==> src/rtl/fetch_pkg.sv <==
// Shared definitions for the instruction fetch front end: widths, the NOP
// shown while the prefetch queue is empty, the fetch state encoding and the
// PC increment helper used wherever an address advances by one word.
package fetch_pkg;

  localparam int XLEN = 32;
  localparam logic [XLEN-1:0] NOP_INSTR = 32'h0000_0013;

  typedef enum logic [1:0] {
    BOOT = 2'd0,
    RUN  = 2'd1,
    HALT = 2'd2
  } fetch_state_t;

  // Word increment with natural 32-bit wrap-around (FFFF_FFFC + 4 = 0).
  function automatic logic [XLEN-1:0] pc_inc(input logic [XLEN-1:0] pc);
    return pc + 32'd4;
  endfunction

endpackage

==> src/rtl/fetch_fifo.sv <==
// Prefetch queue holding {pc, instr} pairs between the memory response
// port and decode. Pointers and count are cleared by the async reset and by
// flush; the storage itself is never reset because the head is only
// consumed while the queue is non-empty.
module fetch_fifo
  import fetch_pkg::*;
#(
  parameter int DEPTH = 4
) (
  input  logic                    clk,
  input  logic                    rst,
  input  logic                    push,
  input  logic                    pop,
  input  logic                    flush,
  input  logic [XLEN-1:0]         wr_pc,
  input  logic [XLEN-1:0]         wr_instr,
  output logic [XLEN-1:0]         head_pc,
  output logic [XLEN-1:0]         head_instr,
  output logic [$clog2(DEPTH):0]  count,
  output logic                    empty,
  output logic                    full
);

  localparam int AW = $clog2(DEPTH);
  localparam int CW = AW + 1;

  logic [XLEN-1:0] pc_mem    [DEPTH];
  logic [XLEN-1:0] instr_mem [DEPTH];
  logic [AW-1:0]   wr_ptr;
  logic [AW-1:0]   rd_ptr;
  logic            do_push;
  logic            do_pop;

  assign empty      = (count == '0);
  assign full       = (count == CW'(DEPTH));
  assign do_pop     = pop && !empty;
  assign do_push    = push && (!full || do_pop);
  assign head_pc    = pc_mem[rd_ptr];
  assign head_instr = instr_mem[rd_ptr];

  // Pointer and occupancy bookkeeping; flush empties the queue in one cycle.
  always_ff @(posedge clk or posedge rst) begin
    if (rst) begin
      wr_ptr <= '0;
      rd_ptr <= '0;
      count  <= '0;
    end else if (flush) begin
      wr_ptr <= '0;
      rd_ptr <= '0;
      count  <= '0;
    end else begin
      if (do_push) wr_ptr <= wr_ptr + 1'b1;
      if (do_pop)  rd_ptr <= rd_ptr + 1'b1;
      count <= count + CW'(do_push) - CW'(do_pop);
    end
  end

  // Entry storage, written at the tail on every accepted push.
  always_ff @(posedge clk) begin
    if (do_push && !flush) begin
      pc_mem[wr_ptr]    <= wr_pc;
      instr_mem[wr_ptr] <= wr_instr;
    end
  end

  // The fetch credit scheme must never let a response land in a full queue.
  push_into_full: assert property (@(posedge clk) disable iff (rst)
    !(push && full && !flush));

endmodule

==> src/rtl/instr_fetch_unit.sv <==
// Stallable, redirectable instruction fetch stage. Issues word requests to
// instruction memory under a credit limit of DEPTH (in flight + queued),
// buffers responses in fetch_fifo and presents the head to decode over a
// valid/ready handshake. Redirects flush the queue and count stale
// in-flight responses so they are discarded on arrival.
// Optional feature: define FETCH_MISALIGN_CHECK_EN to add the
// fetch_misaligned output and the HALT state entered on a redirect to a
// non-word-aligned target; otherwise the target's low two bits are ignored.
module instr_fetch_unit
  import fetch_pkg::*;
#(
  parameter int              DEPTH    = 4,
  parameter logic [XLEN-1:0] RESET_PC = 32'h0000_0000
) (
  input  logic            clk,
  input  logic            rst,
  output logic            imem_req_valid,
  input  logic            imem_req_ready,
  output logic [XLEN-1:0] imem_addr,
  input  logic            imem_rsp_valid,
  input  logic [XLEN-1:0] imem_rsp_data,
  input  logic            redirect_valid,
  input  logic [XLEN-1:0] redirect_pc,
  output logic            instr_valid,
  input  logic            instr_ready,
  output logic [XLEN-1:0] instr,
  output logic [XLEN-1:0] instr_pc,
  output logic [XLEN-1:0] instr_pc_plus4
`ifdef FETCH_MISALIGN_CHECK_EN
  ,
  output logic            fetch_misaligned
`endif
);

  localparam int CW = $clog2(DEPTH) + 1;

  fetch_state_t    state_q;
  fetch_state_t    state_d;
  logic [XLEN-1:0] fetch_pc;
  logic [XLEN-1:0] rsp_pc;
  logic [CW-1:0]   outstanding;
  logic [CW-1:0]   drop_cnt;
  logic [CW-1:0]   q_count;
  logic            q_empty;
  logic            q_full;
  logic [XLEN-1:0] head_pc;
  logic [XLEN-1:0] head_instr;
  logic [CW:0]     in_use;
  logic            credit_ok;
  logic            pop;
  logic            accept;
  logic            redirect_take;
  logic            bad_redirect;
  logic [XLEN-1:0] target_pc;
  logic            keep_rsp;

  // Redirects are ignored once halted; the queue is already empty and no
  // further fetching will happen until reset.
  assign redirect_take = redirect_valid && (state_q != HALT);

`ifdef FETCH_MISALIGN_CHECK_EN
  logic misaligned_q;

  assign target_pc        = redirect_pc;
  assign bad_redirect     = redirect_take && (redirect_pc[1:0] != 2'b00);
  assign fetch_misaligned = misaligned_q;

  // Sticky misalignment flag, set together with the entry into HALT.
  always_ff @(posedge clk or posedge rst) begin
    if (rst)               misaligned_q <= 1'b0;
    else if (bad_redirect) misaligned_q <= 1'b1;
  end
`else
  logic unused_redirect_lsbs;

  assign target_pc            = {redirect_pc[XLEN-1:2], 2'b00};
  assign bad_redirect         = 1'b0;
  assign unused_redirect_lsbs = ^redirect_pc[1:0];
`endif

  assign pop       = instr_valid && instr_ready;
  assign accept    = imem_req_valid && imem_req_ready;
  assign in_use    = {1'b0, outstanding} + {1'b0, q_count} - (CW + 1)'(pop);
  assign credit_ok = in_use < (CW + 1)'(DEPTH);
  assign keep_rsp  = imem_rsp_valid && !redirect_take && (drop_cnt == '0)
                     && (state_q != HALT);

  // Fetch state register.
  always_ff @(posedge clk or posedge rst) begin
    if (rst) state_q <= BOOT;
    else     state_q <= state_d;
  end

  // Next state: BOOT lasts one cycle, a misaligned redirect halts for good.
  always_comb begin
    state_d = state_q;
    case (state_q)
      BOOT:    state_d = bad_redirect ? HALT : RUN;
      RUN:     if (bad_redirect) state_d = HALT;
      HALT:    state_d = HALT;
      default: state_d = BOOT;
    endcase
  end

  // Request output: only in RUN, never in a redirect cycle, and only while
  // a queue slot is guaranteed for the eventual response.
  always_comb begin
    imem_req_valid = (state_q == RUN) && !redirect_valid && credit_ok;
  end

  assign imem_addr = fetch_pc;

  // PC counters, in-flight count and stale-response drop count.
  always_ff @(posedge clk or posedge rst) begin
    if (rst) begin
      fetch_pc    <= RESET_PC;
      rsp_pc      <= RESET_PC;
      outstanding <= '0;
      drop_cnt    <= '0;
    end else begin
      outstanding <= outstanding + CW'(accept) - CW'(imem_rsp_valid);
      if (redirect_take) begin
        fetch_pc <= target_pc;
        rsp_pc   <= target_pc;
        drop_cnt <= outstanding - CW'(imem_rsp_valid);
      end else begin
        if (accept) fetch_pc <= pc_inc(fetch_pc);
        if (imem_rsp_valid && (drop_cnt != '0)) drop_cnt <= drop_cnt - 1'b1;
        if (keep_rsp) rsp_pc <= pc_inc(rsp_pc);
      end
    end
  end

  fetch_fifo #(
    .DEPTH (DEPTH)
  ) u_fifo (
    .clk        (clk),
    .rst        (rst),
    .push       (keep_rsp),
    .pop        (pop && !redirect_take),
    .flush      (redirect_take),
    .wr_pc      (rsp_pc),
    .wr_instr   (imem_rsp_data),
    .head_pc    (head_pc),
    .head_instr (head_instr),
    .count      (q_count),
    .empty      (q_empty),
    .full       (q_full)
  );

  // While the queue is empty decode sees a NOP at the next expected PC.
  assign instr_valid    = !q_empty;
  assign instr          = q_empty ? NOP_INSTR : head_instr;
  assign instr_pc       = q_empty ? rsp_pc : head_pc;
  assign instr_pc_plus4 = pc_inc(instr_pc);

endmodule

==> config.mk <==
export PLATFORM = sky130hd
export DESIGN_NAME = instr_fetch_unit
export DESIGN_NICKNAME = d
export VERILOG_FILES = /design/src/rtl/fetch_pkg.sv /design/src/rtl/fetch_fifo.sv /design/src/rtl/instr_fetch_unit.sv
export SDC_FILE = /design/constraint.sdc
export NUM_CORES = 1
export LEC_CHECK = 0
export BUFFER_PORTS_ARGS = -buffer_cell sky130_fd_sc_hd__clkbuf_2
export CAP_MARGIN = 0
export CORE_ASPECT_RATIO = 1.1
export CORE_MARGIN = 5
export CORE_UTILIZATION = 45
export DETAILED_ROUTE_END_ITERATION = 6
export HOLD_SLACK_MARGIN = 0.06
export PLACE_DENSITY = 0.7
export SYNTH_ARGS = -nofsm -noshare
export SYNTH_HDL_FRONTEND = slang
export SYNTH_SLANG_ARGS = --single-unit
==> constraint.sdc <==
create_clock -name clk -period 6.54 [get_ports clk]
set_input_delay 0.327 -clock clk [delete_from_list [all_inputs] [get_ports clk]]
set_output_delay 0.327 -clock clk [all_outputs]
set_load 0.01 [all_outputs]
### Word level (Yosys, flattened, before mapping)

Memory sizes are Yosys's and may differ from the RTL's.
Cells that the tools add are included.

| operators by class | value |
|---|---|
| magnitude comparators | 1 |
| equal/unequal tests | 4 |
| $add $sub $neg | 13 |
| reductions and logical operators | 27 |
| muxes and demuxes | 16 |

Operators with widths:

| kind | count |
|---|---|
| $mux 32 | 6 |
| $add 32x3->32 const B | 3 |
| $logic_and 1x1->1 | 13 |
| $reduce_bool 2->1 | 5 |
| $mux 3 | 3 |
| $sub 3x1->3 | 3 |
| $mux 2 | 4 |
| $add 3x1->3 | 2 |
| $logic_not 3->1 | 2 |
| $pmux 2 s3 | 1 |
| $add 2x1->2 const B | 2 |
| $add 3x3->4 | 1 |
| $logic_not 1->1 | 4 |
| $lt 4x3->1 const B | 1 |
| $sub 4x1->4 | 1 |
| $eq 3x3->1 const B | 1 |
| $reduce_bool 3->1 | 1 |
| $sub 3x1->3 const B | 1 |
| $eq 2x1->1 const B | 1 |
| $eq 2x2->1 const B | 1 |
| $logic_not 2->1 | 1 |
| $mux 1 | 2 |
| $ne 2x2->1 const B | 1 |
| $logic_or 1x1->1 | 1 |

| storage, ports and cells | value |
|---|---|
| RAM bits | 256 |
| logic and storage cells | 71 |
| bits of input ports | 70 |
| memories | 2 |
| bits in registers | 79 |

Memory list:

| name | depth | bits a word | read ports | clocked after memory_dff | write ports | RTL line | RTL |
|---|---|---|---|---|---|---|---|
| u_fifo.instr_mem | 4 | 32 | 1 | 0 | 1 | fetch_fifo.sv:28 | `logic [XLEN-1:0] instr_mem [DEPTH];` |
| u_fifo.pc_mem | 4 | 32 | 1 | 0 | 1 | fetch_fifo.sv:27 | `logic [XLEN-1:0] pc_mem [DEPTH];` |

### Logic depth before layout (Yosys ltp)

Gate-level depths: netlist of run 1.

| logic depth | value |
|---|---|
| depth after elaboration | 10 |
| gate-level depth with buffers | 19 |
| gate-level depth less buffers | 18 |

### Hierarchy

Synthesis of run 1 repeated with hierarchy kept, for this count alone.

| second synthesis, totals | value |
|---|---|
| cells, all modules | 1,006 |
| area, all modules | 15,058.2 sq um |

Modules (own cells, without submodules):

| module | times used | area each (sq um) | cells each |
|---|---|---|---|
| fetch_fifo | 1 | 9,721.8 | 380 |
| instr_fetch_unit | 1 | 5,336.4 | 626 |

### Worst setup path before layout of run 1

No wires, ideal clock.

| timing path | value |
|---|---|
| kind | register to register |
| start point | reg u_fifo.count[1] |
| end point | reg outstanding[2] |
| data required time | 6.416 ns |
| setup slack | 2.804 ns |
| stages on the path, launching flop included | 20 |
| arrival time | 3.612 ns |
| cell sequence | dfrtp_1 nor3_1 inv_1 buf_2 nand2_1 inv_1 ha_1 inv_1 ha_1 and3b_1 or3_4 a21oi_1 nand2_1 ha_1 inv_1 ha_1 inv_1 fa_1 xnor2_1 xnor2_1 |

| between the ends | value |
|---|---|
| cells in the longest elaborated chain, start to end | 9 |
| elaborated cells on any way between the ends | 10 |
| those cells by class | add/sub: 4; order compare: 1; reduce/logical: 5 |

Ends and longest elaborated chain:

| what | RTL line | RTL |
|---|---|---|
| start: declaration | fetch_fifo.sv:19 | `output logic [$clog2(DEPTH):0] count,` |
| start signal: assignment | fetch_fifo.sv:54 | `count <= count + CW'(do_push) - CW'(do_pop);` |
| branches (longest 3 deep; another with $add 3x3->4) | -- |  |
| $sub 4x1->4 * | instr_fetch_unit.sv:83 | `assign in_use = {1'b0, outstanding} + {1'b0, q_count} - (CW + 1)'(pop);` |
| $lt 4x3->1 * | instr_fetch_unit.sv:84 | `assign credit_ok = in_use < (CW + 1)'(DEPTH);` |
| $logic_and 1x1->1 * | instr_fetch_unit.sv:108 | `imem_req_valid = (state_q == RUN) && !redirect_valid && credit_ok;` |
| via imem_req_valid | instr_fetch_unit.sv:17 | `output logic imem_req_valid,` |
| $logic_and 1x1->1 * | instr_fetch_unit.sv:82 | `assign accept = imem_req_valid && imem_req_ready;` |
| $add 3x1->3 * | instr_fetch_unit.sv:121 | `outstanding <= outstanding + CW'(accept) - CW'(imem_rsp_valid);` |
| $sub 3x1->3 * | instr_fetch_unit.sv:121 |  |
| end signal: assignment | instr_fetch_unit.sv:121 |  |
| end: declaration | instr_fetch_unit.sv:41 | `logic [CW-1:0] outstanding;` |

Mark *: on every way through the listed nets, which the timed path passes.
A chain may end at the register's enable or synchronous reset.

### Worst setup path in the final report of run 1

| timing path | value |
|---|---|
| start point | reg u_fifo.count[1] |
| end point | out instr_pc_plus4[24] |

| between the ends | value |
|---|---|
| cells in the longest elaborated chain, start to end | 3 |

Ends and longest elaborated chain:

| what | RTL line | RTL |
|---|---|---|
| $logic_not 3->1 | fetch_fifo.sv:34 | `assign empty = (count == '0);` |
| $mux 32 | instr_fetch_unit.sv:154 | `assign instr_pc = q_empty ? rsp_pc : head_pc;` |
| $add 32x3->32 | fetch_pkg.sv:17 | `return pc + 32'd4;` |
| end: declaration | instr_fetch_unit.sv:28 | `output logic [XLEN-1:0] instr_pc_plus4` |

No other way between the ends.

==> metrics.txt, run 1 <==
# TYPE chip_impl_metric gauge
chip_impl_info{name="unrepaired_setup_endpoints_after_global_routing",value="no"} 1
chip_impl_metric{name="htree_levels",unit=""} 2
chip_impl_metric{name="maxSlewViolCount",unit=""} 0
chip_impl_info{name="clock-root-buffer",value="sky130_fd_sc_hd__clkbuf_16"} 1
chip_impl_metric{name="die-width",unit="um"} 181
chip_impl_metric{name="place.detailed.hpwl",unit="um"} 21900
chip_impl_info{name="outcome",value="completed"} 1
chip_impl_metric{name="dr_total_vias",unit=""} 9217
chip_impl_metric{name="globalRoute.totalOverflow",unit=""} 0
chip_impl_metric{name="worst-endpoint-required",unit="ns"} 6.21
chip_impl_metric{name="drtPass1Iterations",unit=""} 5
chip_impl_metric{name="place_congestion",unit=""} 0.855
chip_impl_metric{name="final_area",unit="mm^2"} 0.0173
chip_impl_metric{name="fillers",unit=""} 2658
chip_impl_metric{name="cts_inserted_buffers",unit=""} 35
chip_impl_metric{name="ctsLongestPathBuffers",unit=""} 3
chip_impl_metric{name="max_frequency",unit="MHz"} 208
chip_impl_info{name="timing.setup.critical_path_class",value="reg -> out"} 1
chip_impl_metric{name="syn2layout_area_growth",unit="%"} 19.1
chip_impl_metric{name="timing.reg2reg.setup_slack",unit="ns"} 2.09
chip_impl_metric{name="nets",unit=""} 1333
chip_impl_metric{name="grt_antenna_before_repair",unit=""} 1
chip_impl_metric{name="synth.top_cell.area_share",unit="%"} 51.3
chip_impl_info{name="critical_path.startpoint_type",value="register"} 1
chip_impl_info{name="yosys.area.top_type",value="sky130_fd_sc_hd__edfxtp_1"} 1
chip_impl_metric{name="post_route_cells_drive_above_1_share",unit="%"} 26.5
chip_impl_metric{name="post-cts-setup-buffer-count",unit=""} 0
chip_impl_info{name="critPathCaptureType",value="output port"} 1
chip_impl_metric{name="yosys_warnings",unit=""} 0
chip_impl_metric{name="multiInputGateArea",unit="mm^2"} 0.00479
chip_impl_metric{name="grt_first_pass_wirelength",unit="um"} 51600
chip_impl_info{name="yosys_most_used_dff",value="sky130_fd_sc_hd__edfxtp_1"} 1
chip_impl_metric{name="detail_route.iter0.violations",unit=""} 815
chip_impl_metric{name="portBuffers",unit=""} 191
chip_impl_info{name="r2r-end",value="outstanding[2]"} 1
chip_impl_metric{name="numClockSinks",unit=""} 323
chip_impl_metric{name="start_util",unit="%"} 45.2
chip_impl_metric{name="setup_viol",unit=""} 0
chip_impl_metric{name="synth_edf_count",unit=""} 248
chip_impl_info{name="cts_tree",value="done"} 1
chip_impl_metric{name="hold_violations",unit=""} 0
chip_impl_metric{name="synth_cells",unit=""} 1014
chip_impl_metric{name="worst_slew_pin_slew",unit="ns"} 1.06
chip_impl_metric{name="syn_area",unit="mm^2"} 0.0145
chip_impl_metric{name="sequential_cell_area_fraction_in_the_yosys_report",unit="%"} 64.2
chip_impl_info{name="setup.worst_path.end",value="instr_pc_plus4[24]"} 1
chip_impl_metric{name="wl_per_cell",unit="um"} 19.7
chip_impl_metric{name="floorplan.die_area",unit="mm^2"} 0.0360
chip_impl_metric{name="drt-vias-per-instance",unit=""} 5.45
chip_impl_metric{name="core_area",unit="mm^2"} 0.0321
chip_impl_info{name="crit_path_top_delay_cell",value="sky130_fd_sc_hd__o22ai_2"} 1
chip_impl_metric{name="final_total_power",unit="W"} 0.00682
chip_impl_metric{name="fin_worst_skew",unit="ns"} 0.0197
chip_impl_metric{name="boundaryPins",unit=""} 200
chip_impl_info{name="crit_chain",value="nor3_2 > buf_4 > inv_2 > mux2i_1 > inv_1 > ha_1 > nand3_1 > o22ai_2 > nand4_1 > nor4b_2 > xor2_1 > clkbuf_2"} 1
chip_impl_metric{name="antenna_cells_inserted",unit=""} 0
chip_impl_metric{name="seqCellArea",unit="mm^2"} 0.00933
chip_impl_metric{name="cp_data_arrival_time",unit="ns"} 4.48
chip_impl_info{name="critical_path.reg2reg.startpoint",value="u_fifo.count[1]"} 1
chip_impl_metric{name="die_h",unit="um"} 198
chip_impl_metric{name="total_leakage_power",unit="nW"} 6.37
chip_impl_metric{name="route.final.wire_length",unit="um"} 33300
chip_impl_metric{name="remaining_antenna_violation_count",unit=""} 0
chip_impl_metric{name="placedInstanceArea",unit="mm^2"} 0.0159
chip_impl_metric{name="cpPeakStageDelay",unit="ns"} 0.49
chip_impl_info{name="synthTopCellsByArea",value="sky130_fd_sc_hd__edfxtp_1, sky130_fd_sc_hd__dfrtp_1, sky130_fd_sc_hd__mux4_2, sky130_fd_sc_hd__xnor2_1, sky130_fd_sc_hd__nand2_1"} 1
chip_impl_metric{name="clock_pin_transition_on_the_worst_setup_and_hold_timing_paths",unit="ns"} 0.06
chip_impl_metric{name="grt_max_degree",unit=""} 76
chip_impl_metric{name="reg2reg_depth",unit=""} 19
chip_impl_metric{name="ys_types",unit=""} 54
chip_impl_metric{name="crit_fanout",unit=""} 38
chip_impl_info{name="crit_path_start",value="u_fifo.count[1]"} 1
chip_impl_metric{name="placementRows",unit=""} 69
chip_impl_metric{name="fin_crit_sh",unit="%"} 73.6
chip_impl_metric{name="vdd_drop_max",unit="uV"} 249
chip_impl_metric{name="remaining_drc_errors",unit=""} 0
chip_impl_metric{name="clk_latency",unit="ns"} 0.50
chip_impl_metric{name="synthesis.area_per_instance",unit="um^2"} 14.3
chip_impl_metric{name="ys_ff_latch",unit=""} 323
chip_impl_metric{name="ys_async_sr_fraction",unit="%"} 23.2
chip_impl_metric{name="grtUsageTotal",unit="%"} 18.2
chip_impl_info{name="timing.hold.worst.class",value="in -> async"} 1
chip_impl_metric{name="relSlewSlack",unit="%"} 29.4
chip_impl_metric{name="grt_pass1_vias",unit=""} 9374
chip_impl_metric{name="p_per_area",unit="mW/mm^2"} 394
chip_impl_metric{name="final.min_clock_period",unit="ns"} 4.81
chip_impl_metric{name="fin_tns_setup",unit="ns"} 0
chip_impl_metric{name="drv.max_cap_violation_count",unit=""} 0
state kept, by name, indices dropped and copies added, names as in the netlist:
register          flops
drop_cnt              3
imem_addr            30
outstanding           3
rsp_pc               30
state_q               2
u_fifo.count          3
u_fifo.instr_mem    128
u_fifo.pc_mem       120
u_fifo.rd_ptr         2
u_fifo.wr_ptr         2
per-layer routing:
layer	global-route usage (%)	share of wire, %
met5	0	0.060
met4	5.89	3.2
met3	3.33	7.4
met2	29.4	47
met1	25.3	42
cells in the mapped netlist (7+ instances only):
cell	n
sky130_fd_sc_hd__xnor2_1	59
sky130_fd_sc_hd__ha_1	20
sky130_fd_sc_hd__nand4_1	30
sky130_fd_sc_hd__buf_4	7
sky130_fd_sc_hd__and3_1	13
sky130_fd_sc_hd__nand2_1	104
sky130_fd_sc_hd__xor2_1	34
sky130_fd_sc_hd__clkbuf_1	21
sky130_fd_sc_hd__mux4_2	56
sky130_fd_sc_hd__buf_2	12
sky130_fd_sc_hd__a21oi_1	53
sky130_fd_sc_hd__dfrtp_1	75
sky130_fd_sc_hd__edfxtp_1	248
sky130_fd_sc_hd__o21ai_0	15
sky130_fd_sc_hd__nor3_1	20
sky130_fd_sc_hd__mux2i_1	15
sky130_fd_sc_hd__inv_1	46
sky130_fd_sc_hd__nand3_1	35
sky130_fd_sc_hd__nor2_1	47
sky130_fd_sc_hd__and2_1	39
cell families after synthesis:
kind of cell               synth area share (%)
buffers and inverters                      3.03
and+or+nand+nor                            10.7
xor gates and xnor gates                   5.61
other                                    0.0258
AOI/OAI and AO/OA                          3.61
muxes                                      10.8
adders and majority gates                  2.00
DFF                                        64.2
layout by cell type, fill, tap and decap left out, types with 3 or more instances in the layout:
cell	n
sky130_fd_sc_hd__nand2_1	103
sky130_fd_sc_hd__clkbuf_16	36
sky130_fd_sc_hd__buf_4	13
sky130_fd_sc_hd__nor3_1	19
sky130_fd_sc_hd__a21oi_1	53
sky130_fd_sc_hd__and4_1	6
sky130_fd_sc_hd__ha_1	20
sky130_fd_sc_hd__mux4_1	6
sky130_fd_sc_hd__conb_1	6
sky130_fd_sc_hd__xor2_1	34
sky130_fd_sc_hd__clkinv_1	4
sky130_fd_sc_hd__and2_1	35
sky130_fd_sc_hd__inv_1	44
sky130_fd_sc_hd__nor4_1	3
sky130_fd_sc_hd__or3_1	3
sky130_fd_sc_hd__mux2i_1	15
sky130_fd_sc_hd__clkbuf_1	3
sky130_fd_sc_hd__xnor2_1	59
sky130_fd_sc_hd__clkbuf_2	191
sky130_fd_sc_hd__clkinv_2	7
sky130_fd_sc_hd__a22oi_1	4
sky130_fd_sc_hd__nor2_1	47
sky130_fd_sc_hd__nand3_1	35
sky130_fd_sc_hd__clkinvlp_4	6
sky130_fd_sc_hd__mux4_2	56
sky130_fd_sc_hd__or2_2	4
sky130_fd_sc_hd__dfrtp_1	73
sky130_fd_sc_hd__and3_1	13
sky130_fd_sc_hd__dlygate4sd3_1	32
sky130_fd_sc_hd__o21ai_0	15
sky130_fd_sc_hd__nand4_1	30
sky130_fd_sc_hd__edfxtp_1	248
sky130_fd_sc_hd__and2_2	4
per-stage QoR:
stage | hold slack [ns] | setup slack [ns] | cells | utilization [%]
after global placement | 0.432 | 2.14 | 1598 | 49.4
after detailed placement | 0.443 | 2.11 | 1598 | 49.4
after floorplan | 0.417 | 2.80 | 1019 | -
after CTS | 0.0615 | 1.77 | 1690 | 53.8
final | 0.0598 | 1.73 | 1691 | 53.9
after global routing | 0.0895 | 1.44 | 1691 | 53.9
layout make-up:
class | count | share of cell area (%)
Tap cell | 426 | 3.08
Clock inverter | 21 | 0.998
Clock buffer | 40 | 5.35
Multi-Input combinational cell | 599 | 27.7
Inverter | 46 | 0.998
Timing Repair Buffer | 236 | 7.94
Sequential cell | 323 | 53.9
power by group:
group          switching, W  internal, W
sequential         0.000161      0.00234
clock              0.000778      0.00110
combinational       0.00145     0.000991
total               0.00238      0.00443
repair_timing:
action	in CTS	in global routing
endpoints found under the hold margin	124	3
hold buffers	31	1
gates resized for setup	0	0
critical path, delay by kind of cell (launching register included):
kind / cells / cell delay (ns)
compound gates: 1 / 0.49
mux: 1 / 0.29
xor+xnor: 1 / 0.21
buf+inv: 4 / 1.15
fa+ha+maj: 1 / 0.34
simple gates: 4 / 1.06
flops: 1 / 0.42
worst min path at each step:
stage | cells past startpoint | from | end
finish | 3 | rst | imem_addr[20]
global route | 3 | redirect_pc[13] | rsp_pc[13]
CTS | 1 | imem_rsp_data[21] | u_fifo.instr_mem[3][21]
detailed placement | 1 | state_q[1] | state_q[0]
global placement | 1 | state_q[1] | state_q[0]
floorplan | 1 | state_q[1] | state_q[0]
No activity file was read; power rests on OpenSTA's default activity.
==> inputs of run 2 (changes only) <==
ABC_AREA = 1   (was unset)
PLACE_DENSITY = 0.72   (was 0.7)
clock period = 4.2 ns   (was 6.54 ns; I/O delays follow)
==> run 2 against run 1 <==
  * Core utilization is 0.23 points lower
  * Sequential share of layout area is 7.0 points lower
  * Final cell count is 59% higher
  * Critical endpoint is now instr_pc_plus4[23]
  * Largest cell class unchanged
==> metrics.txt, run 2 <==
# TYPE chip_impl_metric gauge
chip_impl_metric{name="fin_tns_setup",unit="ns"} 0
chip_impl_metric{name="maxSlewViolCount",unit=""} 0
chip_impl_metric{name="fin_worst_skew",unit="ns"} 0.0179
chip_impl_info{name="critical_path.startpoint_type",value="register"} 1
chip_impl_metric{name="power.share.switching",unit="%"} 41.0
chip_impl_metric{name="max_frequency",unit="MHz"} 262
chip_impl_metric{name="die_h",unit="um"} 213
chip_impl_metric{name="synth.top_cell.area_share",unit="%"} 44.3
chip_impl_metric{name="globalRoute.totalOverflow",unit=""} 0
chip_impl_metric{name="boundaryPins",unit=""} 200
chip_impl_info{name="synthTopCellsByArea",value="sky130_fd_sc_hd__edfxtp_1, sky130_fd_sc_hd__dfrtp_1, sky130_fd_sc_hd__nand2_1, sky130_fd_sc_hd__nor2_1, sky130_fd_sc_hd__inv_1"} 1
chip_impl_metric{name="synth_edf_count",unit=""} 248
chip_impl_metric{name="placementRows",unit=""} 74
chip_impl_metric{name="vdd_drop_max",unit="uV"} 400
chip_impl_metric{name="clk_latency",unit="ns"} 0.51
chip_impl_metric{name="grtUsageTotal",unit="%"} 21.5
chip_impl_metric{name="drtPass1Iterations",unit=""} 5
chip_impl_metric{name="power.share.combinational",unit="%"} 40.1
chip_impl_metric{name="wl_per_cell",unit="um"} 17.0
chip_impl_info{name="registers.top_by_ff_count",value="u_fifo.instr_mem"} 1
chip_impl_metric{name="die-width",unit="um"} 194
chip_impl_info{name="post-synth-top-count-cell",value="sky130_fd_sc_hd__nand2_1"} 1
chip_impl_metric{name="yosys_warnings",unit=""} 0
chip_impl_metric{name="drt-vias-per-instance",unit=""} 5.21
chip_impl_metric{name="synth_cells",unit=""} 1941
chip_impl_metric{name="clock_pin_transition_on_the_worst_setup_and_hold_timing_paths",unit="ns"} 0.06
chip_impl_info{name="unrepaired_setup_endpoints_after_global_routing",value="no"} 1
chip_impl_metric{name="post_route_cells_drive_above_1_share",unit="%"} 15.5
chip_impl_info{name="clock-root-buffer",value="sky130_fd_sc_hd__clkbuf_16"} 1
chip_impl_metric{name="dr_total_vias",unit=""} 13988
chip_impl_metric{name="fin_crit_sh",unit="%"} 91.0
chip_impl_info{name="yosys_most_used_dff",value="sky130_fd_sc_hd__edfxtp_1"} 1
chip_impl_info{name="registers_with_the_most_flip_flops",value="u_fifo.instr_mem: 128 flops, u_fifo.pc_mem: 120 flops"} 1
chip_impl_metric{name="numClockSinks",unit=""} 323
chip_impl_info{name="yosys.area.top_type",value="sky130_fd_sc_hd__edfxtp_1"} 1
chip_impl_metric{name="final_area",unit="mm^2"} 0.0199
chip_impl_metric{name="hold_ws",unit="ns"} 0.0876
chip_impl_metric{name="ctsLongestPathBuffers",unit=""} 3
chip_impl_metric{name="core_area",unit="mm^2"} 0.0370
chip_impl_metric{name="grt_first_pass_wirelength",unit="um"} 71500
chip_impl_metric{name="grt_antenna_before_repair",unit=""} 0
chip_impl_metric{name="largest_register_ffs",unit=""} 128
chip_impl_info{name="timing.hold.worst.class",value="in -> reg"} 1
chip_impl_metric{name="worst_slew_pin_slew",unit="ns"} 1.18
chip_impl_metric{name="place.detailed.hpwl",unit="um"} 30400
chip_impl_metric{name="setup_viol",unit=""} 0
chip_impl_metric{name="cts_inserted_buffers",unit=""} 35
chip_impl_metric{name="ys_async_sr_fraction",unit="%"} 23.2
chip_impl_metric{name="crit_fanout",unit=""} 71
chip_impl_info{name="most-common-layout-cells",value="sky130_fd_sc_hd__nand2_1, sky130_fd_sc_hd__nor2_1, sky130_fd_sc_hd__edfxtp_1"} 1
chip_impl_metric{name="detail_route.iter0.violations",unit=""} 1037
chip_impl_metric{name="relSlewSlack",unit="%"} 21.3
chip_impl_metric{name="drv.max_cap_violation_count",unit=""} 0
chip_impl_metric{name="placedInstanceArea",unit="mm^2"} 0.0182
chip_impl_info{name="critPathCaptureType",value="output port"} 1
chip_impl_info{name="final_common_cell",value="sky130_fd_sc_hd__nand2_1"} 1
chip_impl_metric{name="antenna_cells_inserted",unit=""} 0
chip_impl_metric{name="syn_area",unit="mm^2"} 0.0168
chip_impl_metric{name="ys_ff_latch",unit=""} 323
chip_impl_metric{name="remaining_drc_errors",unit=""} 0
chip_impl_metric{name="p_seq_share",unit="%"} 35.0
chip_impl_info{name="cts_tree",value="done"} 1
chip_impl_metric{name="ys_types",unit=""} 45
chip_impl_metric{name="remaining_antenna_violation_count",unit=""} 0
chip_impl_metric{name="grt_pass1_vias",unit=""} 13443
chip_impl_metric{name="place_congestion",unit=""} 0.943
chip_impl_metric{name="hold_violations",unit=""} 0
chip_impl_metric{name="grt_max_degree",unit=""} 105
chip_impl_metric{name="p_per_area",unit="mW/mm^2"} 598
chip_impl_metric{name="cp_data_arrival_time",unit="ns"} 3.61
chip_impl_metric{name="worst-endpoint-required",unit="ns"} 3.99
chip_impl_info{name="timing.setup.critical_path_class",value="reg -> out"} 1
chip_impl_metric{name="htree_levels",unit=""} 2
chip_impl_metric{name="power_frac_clock",unit="%"} 24.9
chip_impl_info{name="outcome",value="completed"} 1
chip_impl_metric{name="nets",unit=""} 2259
chip_impl_metric{name="sequential_cell_area_fraction_in_the_yosys_report",unit="%"} 55.4
chip_impl_metric{name="final.min_clock_period",unit="ns"} 3.82
chip_impl_metric{name="syn2layout_area_growth",unit="%"} 18.0
chip_impl_metric{name="route.final.wire_length",unit="um"} 45600
chip_impl_info{name="synth_top_cells_by_count",value="sky130_fd_sc_hd__nand2_1, sky130_fd_sc_hd__nor2_1, sky130_fd_sc_hd__edfxtp_1"} 1
chip_impl_metric{name="cts.repair.resized",unit=""} 0
chip_impl_metric{name="synthesis.area_per_instance",unit="um^2"} 8.67
chip_impl_metric{name="start_util",unit="%"} 45.4
chip_impl_metric{name="p_sw",unit="W"} 0.00487
chip_impl_metric{name="final_total_power",unit="W"} 0.0119
chip_impl_metric{name="floorplan.die_area",unit="mm^2"} 0.0414
chip_impl_metric{name="internal-power",unit="W"} 0.00701
chip_impl_metric{name="total_leakage_power",unit="nW"} 8.71
chip_impl_metric{name="portBuffers",unit=""} 191
[run 2: cell types whose count changed after synthesis, sizes merged, moves of 38 or more]
cell | previous run | this run
inv | 46 | 255
nor2 | 47 | 304
xnor2 | 59 | 4
nand3 | 35 | 140
nand2 | 104 | 513
mux4 | 62 | 0
o21ai | 15 | 106
and2 | 39 | 1
[run 2: cells by family after synthesis]
kind of cell	after synthesis	share of synthesized area [%]
AOI/OAI and AO/OA	218	7.26
xor gates and xnor gates	30	1.56
adders and majority gates	22	1.72
buffers and inverters	335	8.45
DFF	323	55.4
other	1	0.0223
and+or+nand+nor	1012	25.6
[run 2: metal layers]
metal  GRT usage (%)  wire [um]  vias to the layer above
met1            27.7      18800                     6562
met2            36.9      21900                      562
met3            3.65       3280                       95
met5               0          0                        -
li1                -          -                     6769
met4            8.07       1630                        0
[run 2: final timing paths]
path                             startpoint                      end  slack [ns]  cells past startpoint
max                        u_fifo.rd_ptr[0]       instr_pc_plus4[23]        0.38                     15
min                         redirect_pc[27]            imem_addr[27]        0.09                      5
max reg2reg                     drop_cnt[0]  u_fifo.instr_mem[3][31]        0.91                      9
min reg2reg                      state_q[1]               state_q[0]        0.43                      1
max in group asynchronous               rst               rsp_pc[30]        2.76                      4
min in group asynchronous               rst              drop_cnt[0]        0.35                      3
[run 2: critical path: stages (launching register included)]
cell and delay, ns:
sky130_fd_sc_hd__dfrtp_4 0.60, sky130_fd_sc_hd__inv_4 0.61, sky130_fd_sc_hd__buf_4 0.58, sky130_fd_sc_hd__nand2_1 0.11, sky130_fd_sc_hd__nand3_1 0.10, sky130_fd_sc_hd__nand2_1 0.07
sky130_fd_sc_hd__nand2_1 0.07, sky130_fd_sc_hd__nand2_2 0.10, sky130_fd_sc_hd__nand2_1 0.10, sky130_fd_sc_hd__nor2_2 0.05, sky130_fd_sc_hd__nand2_1 0.12, sky130_fd_sc_hd__inv_1 0.08
sky130_fd_sc_hd__nand3_1 0.07, sky130_fd_sc_hd__nand2_1 0.06, sky130_fd_sc_hd__nand2_1 0.15, sky130_fd_sc_hd__clkbuf_2 0.17
[run 2: power groups by stage]
stage | clock (W) | sequential [W] | combinational, W
after global placement | 0 | 0.00419 | 0.00462
after floorplan | 0 | 0.00413 | 0.00304
final | 0.00295 | 0.00416 | 0.00477
after CTS | 0.00301 | 0.00415 | 0.00478
after global routing | 0.00315 | 0.00420 | 0.00526
after detailed placement | 0 | 0.00420 | 0.00472
[run 2: final cells by class]
cell class              instances  area [um^2]
flip-flops and latches        323         9330
repair buffers                264         1700
fillers                      3306        17200
multi-input cells            1288         6130
inverters                     255          965
clock inverters                10         78.8
clock buffers                  52         1030
well taps                     494          618
[run 2: repair_timing]
| action | 4_1_cts | 5_1_grt |
|---|---|---|
| hold buffers | 54 | 0 |
| buffers inserted | 0 | 0 |
| hold endpoints to repair | 193 | 0 |
[run 2: through the flow]
stage	instances	utilization (%)	setup slack (ns)
floorplan	1946	-	-0.0931
global placement	2570	49.2	0.966
detailed placement	2570	49.2	0.924
CTS	2686	53.6	0.377
global route	2686	53.6	0.121
finish	2686	53.6	0.377
==> inputs of run 3 (changes only) <==
CELL_PAD_IN_SITES_DETAIL_PLACEMENT = 1   (was unset)
CELL_PAD_IN_SITES_GLOBAL_PLACEMENT = 1   (was unset)
CORE_UTILIZATION = 30   (was 45)
PLACE_DENSITY = 0.65   (was 0.72)
==> run 3 against run 2 <==
  * Clock power grew 11%
  * Combinational power up 3%
  * Flip-flop and latch count stayed put
  * Worst setup slack better by 0.021 ns
  * Critical path depth down 1
  * Fmax is 0.55% higher
  * First-iteration DRC count decreased by 37%
  * Highest routed layer unchanged
  * Register-to-register slack improved by 0.02 ns
  * Clock-buffer cell count down 8
  * Largest power group unchanged
  * Global-route usage is 3.9 points lower
==> metrics.txt, run 3 (synthesis gave the netlist of run 2 again) <==
# TYPE chip_impl_metric gauge
chip_impl_metric{name="p_seq_share",unit="%"} 33.8
chip_impl_metric{name="timing.reg2reg.setup_slack",unit="ns"} 0.93
chip_impl_metric{name="place.detailed.hpwl",unit="um"} 37300
chip_impl_info{name="timing.setup.critical_path_class",value="reg -> out"} 1
chip_impl_metric{name="final_total_power",unit="W"} 0.0124
chip_impl_metric{name="start_util",unit="%"} 30.2
chip_impl_metric{name="power_frac_clock",unit="%"} 26.4
chip_impl_metric{name="nets",unit=""} 2268
chip_impl_metric{name="boundaryPins",unit=""} 200
chip_impl_metric{name="largest_register_ffs",unit=""} 128
chip_impl_info{name="timing.hold.worst.class",value="in -> reg"} 1
chip_impl_metric{name="internal-power",unit="W"} 0.00720
chip_impl_metric{name="maxSlewViolCount",unit=""} 0
chip_impl_metric{name="fin_crit_sh",unit="%"} 90.5
chip_impl_metric{name="syn2layout_area_growth",unit="%"} 20.7
chip_impl_metric{name="worst_slack",unit="ns"} 0.398
chip_impl_metric{name="final_area",unit="mm^2"} 0.0203
chip_impl_info{name="critPathCaptureType",value="output port"} 1
chip_impl_metric{name="grt_antenna_before_repair",unit=""} 0
chip_impl_metric{name="place_congestion",unit=""} 0.890
chip_impl_metric{name="p_per_area",unit="mW/mm^2"} 608
chip_impl_metric{name="core_area",unit="mm^2"} 0.0558
chip_impl_metric{name="die-width",unit="um"} 236
chip_impl_info{name="clock-root-buffer",value="sky130_fd_sc_hd__clkbuf_16"} 1
chip_impl_metric{name="post_route_cells_drive_above_1_share",unit="%"} 15.4
chip_impl_metric{name="preCtsSetupSlack",unit="ns"} 0.883
chip_impl_metric{name="detail_route.iter0.violations",unit=""} 650
chip_impl_info{name="most-common-layout-cells",value="sky130_fd_sc_hd__nand2_1, sky130_fd_sc_hd__nor2_1, sky130_fd_sc_hd__edfxtp_1"} 1
chip_impl_metric{name="cp_data_arrival_time",unit="ns"} 3.59
chip_impl_metric{name="globalRoute.totalOverflow",unit=""} 0
chip_impl_info{name="final_common_cell",value="sky130_fd_sc_hd__nand2_1"} 1
chip_impl_metric{name="p_sw",unit="W"} 0.00516
chip_impl_metric{name="multiInputGateArea",unit="mm^2"} 0.00613
chip_impl_metric{name="total_leakage_power",unit="nW"} 8.77
chip_impl_metric{name="fin_worst_skew",unit="ns"} 0.0262
chip_impl_metric{name="crit_fanout",unit=""} 64
chip_impl_metric{name="grtUsageTotal",unit="%"} 17.6
chip_impl_metric{name="clk_latency",unit="ns"} 0.56
chip_impl_metric{name="power.share.combinational",unit="%"} 39.8
chip_impl_metric{name="clock_pin_transition_on_the_worst_setup_and_hold_timing_paths",unit="ns"} 0.06
chip_impl_metric{name="relSlewSlack",unit="%"} 46.7
chip_impl_metric{name="remaining_drc_errors",unit=""} 0
chip_impl_metric{name="hold_violations",unit=""} 0
chip_impl_metric{name="grt_pass1_vias",unit=""} 14856
chip_impl_metric{name="vdd_drop_max",unit="uV"} 317
chip_impl_metric{name="die_h",unit="um"} 258
chip_impl_metric{name="route.final.wire_length",unit="um"} 54900
chip_impl_metric{name="drtPass1Iterations",unit=""} 5
chip_impl_metric{name="hold_ws",unit="ns"} 0.0605
chip_impl_metric{name="cts.repair.resized",unit=""} 0
chip_impl_metric{name="remaining_antenna_violation_count",unit=""} 0
chip_impl_info{name="cts_tree",value="done"} 1
chip_impl_metric{name="ctsLongestPathBuffers",unit=""} 3
chip_impl_metric{name="numClockSinks",unit=""} 323
chip_impl_metric{name="worst_slew_pin_slew",unit="ns"} 0.798
chip_impl_metric{name="htree_levels",unit=""} 2
chip_impl_info{name="critical_path.startpoint_type",value="register"} 1
chip_impl_info{name="registers_with_the_most_flip_flops",value="u_fifo.instr_mem: 128 flops, u_fifo.pc_mem: 120 flops"} 1
chip_impl_metric{name="wl_per_cell",unit="um"} 18.6
chip_impl_metric{name="fillers",unit=""} 6600
chip_impl_metric{name="grt_first_pass_wirelength",unit="um"} 84800
chip_impl_metric{name="setup_viol",unit=""} 0
chip_impl_metric{name="placementRows",unit=""} 91
chip_impl_metric{name="floorplan.die_area",unit="mm^2"} 0.0609
chip_impl_metric{name="worst-endpoint-required",unit="ns"} 3.99
chip_impl_metric{name="seqCellArea",unit="mm^2"} 0.00933
chip_impl_metric{name="final.min_clock_period",unit="ns"} 3.80
chip_impl_info{name="registers.top_by_ff_count",value="u_fifo.instr_mem"} 1
chip_impl_metric{name="drv.max_cap_violation_count",unit=""} 0
chip_impl_metric{name="max_frequency",unit="MHz"} 263
chip_impl_metric{name="grt_max_degree",unit=""} 65
chip_impl_metric{name="placedInstanceArea",unit="mm^2"} 0.0185
chip_impl_metric{name="power.share.switching",unit="%"} 41.8
chip_impl_metric{name="drt-vias-per-instance",unit=""} 4.75
chip_impl_metric{name="dr_total_vias",unit=""} 14005
chip_impl_metric{name="cts_inserted_buffers",unit=""} 39
chip_impl_info{name="outcome",value="completed"} 1
chip_impl_metric{name="portBuffers",unit=""} 191
chip_impl_metric{name="fin_tns_setup",unit="ns"} 0
chip_impl_info{name="unrepaired_setup_endpoints_after_global_routing",value="no"} 1
## run 3: path summary, 6_finish.rpt
kind                                        from            endpoint  cells after the start
worst min-delay path             redirect_pc[28]          rsp_pc[28]                      5
worst max register to register   u_fifo.count[0]      outstanding[2]                     18
max in group asynchronous                    rst          rsp_pc[31]                      4
worst min register to register        state_q[1]          state_q[0]                      1
worst max-delay path            u_fifo.rd_ptr[0]  instr_pc_plus4[16]                     14
min in group asynchronous                    rst         drop_cnt[2]                      3
## run 3: power groups by stage
stage,combinational (W),sequential (W),clock (W)
final,0.00492,0.00418,0.00327
after global routing,0.00547,0.00423,0.00349
after CTS,0.00501,0.00417,0.00336
after detailed placement,0.00493,0.00423,0
after global placement,0.00483,0.00421,0
after floorplan,0.00304,0.00413,0
## run 3: critical path, stage by stage (launching register included)
cell                       delay [ns]
sky130_fd_sc_hd__dfrtp_4         0.60
sky130_fd_sc_hd__inv_4           0.60
sky130_fd_sc_hd__buf_4           0.51
sky130_fd_sc_hd__nand2_1         0.09
sky130_fd_sc_hd__nand3_1         0.08
sky130_fd_sc_hd__nand2_1         0.07
sky130_fd_sc_hd__nand2_1         0.07
sky130_fd_sc_hd__nand2_2         0.10
sky130_fd_sc_hd__nand2_1         0.13
sky130_fd_sc_hd__inv_1           0.05
sky130_fd_sc_hd__nand2_1         0.05
sky130_fd_sc_hd__nor2_1          0.07
sky130_fd_sc_hd__nand2_1         0.10
sky130_fd_sc_hd__xor2_1          0.28
sky130_fd_sc_hd__clkbuf_2        0.20
## run 3: layout make-up
cell class	instances	area share, %
flip-flops and latches	323	45.9
multi-input cells	1288	30.2
repair buffers	269	8.57
clock buffers	44	4.95
inverters	255	4.75
well taps	744	4.58
clock inverters	22	1.03
diodes	1	0.0123
## run 3: metal layers
layer / vias to the layer above / wire, um / global-route usage (%)
met3: 85 / 2670 / 3.43
met1: 6858 / 23500 / 21.8
met4: 0 / 1680 / 5.45
met5: - / 0 / 0
met2: 297 / 27000 / 31.2
li1: 6765 / - / -
## run 3: metrics by stage
| step | utilization, % | std cells |
|---|---|---|
| floorplan | - | 1946 |
| global placement | 33.2 | 2819 |
| detailed placement | 33.2 | 2819 |
| CTS | 36.4 | 2945 |
| global route | 36.4 | 2945 |
| finish | 36.4 | 2946 |
## run 3: what timing repair did
action / 4_1_cts / 5_1_grt
hold buffers: 60 / 0
setup buffers: 0 / 0
hold endpoints to repair: 216 / 0
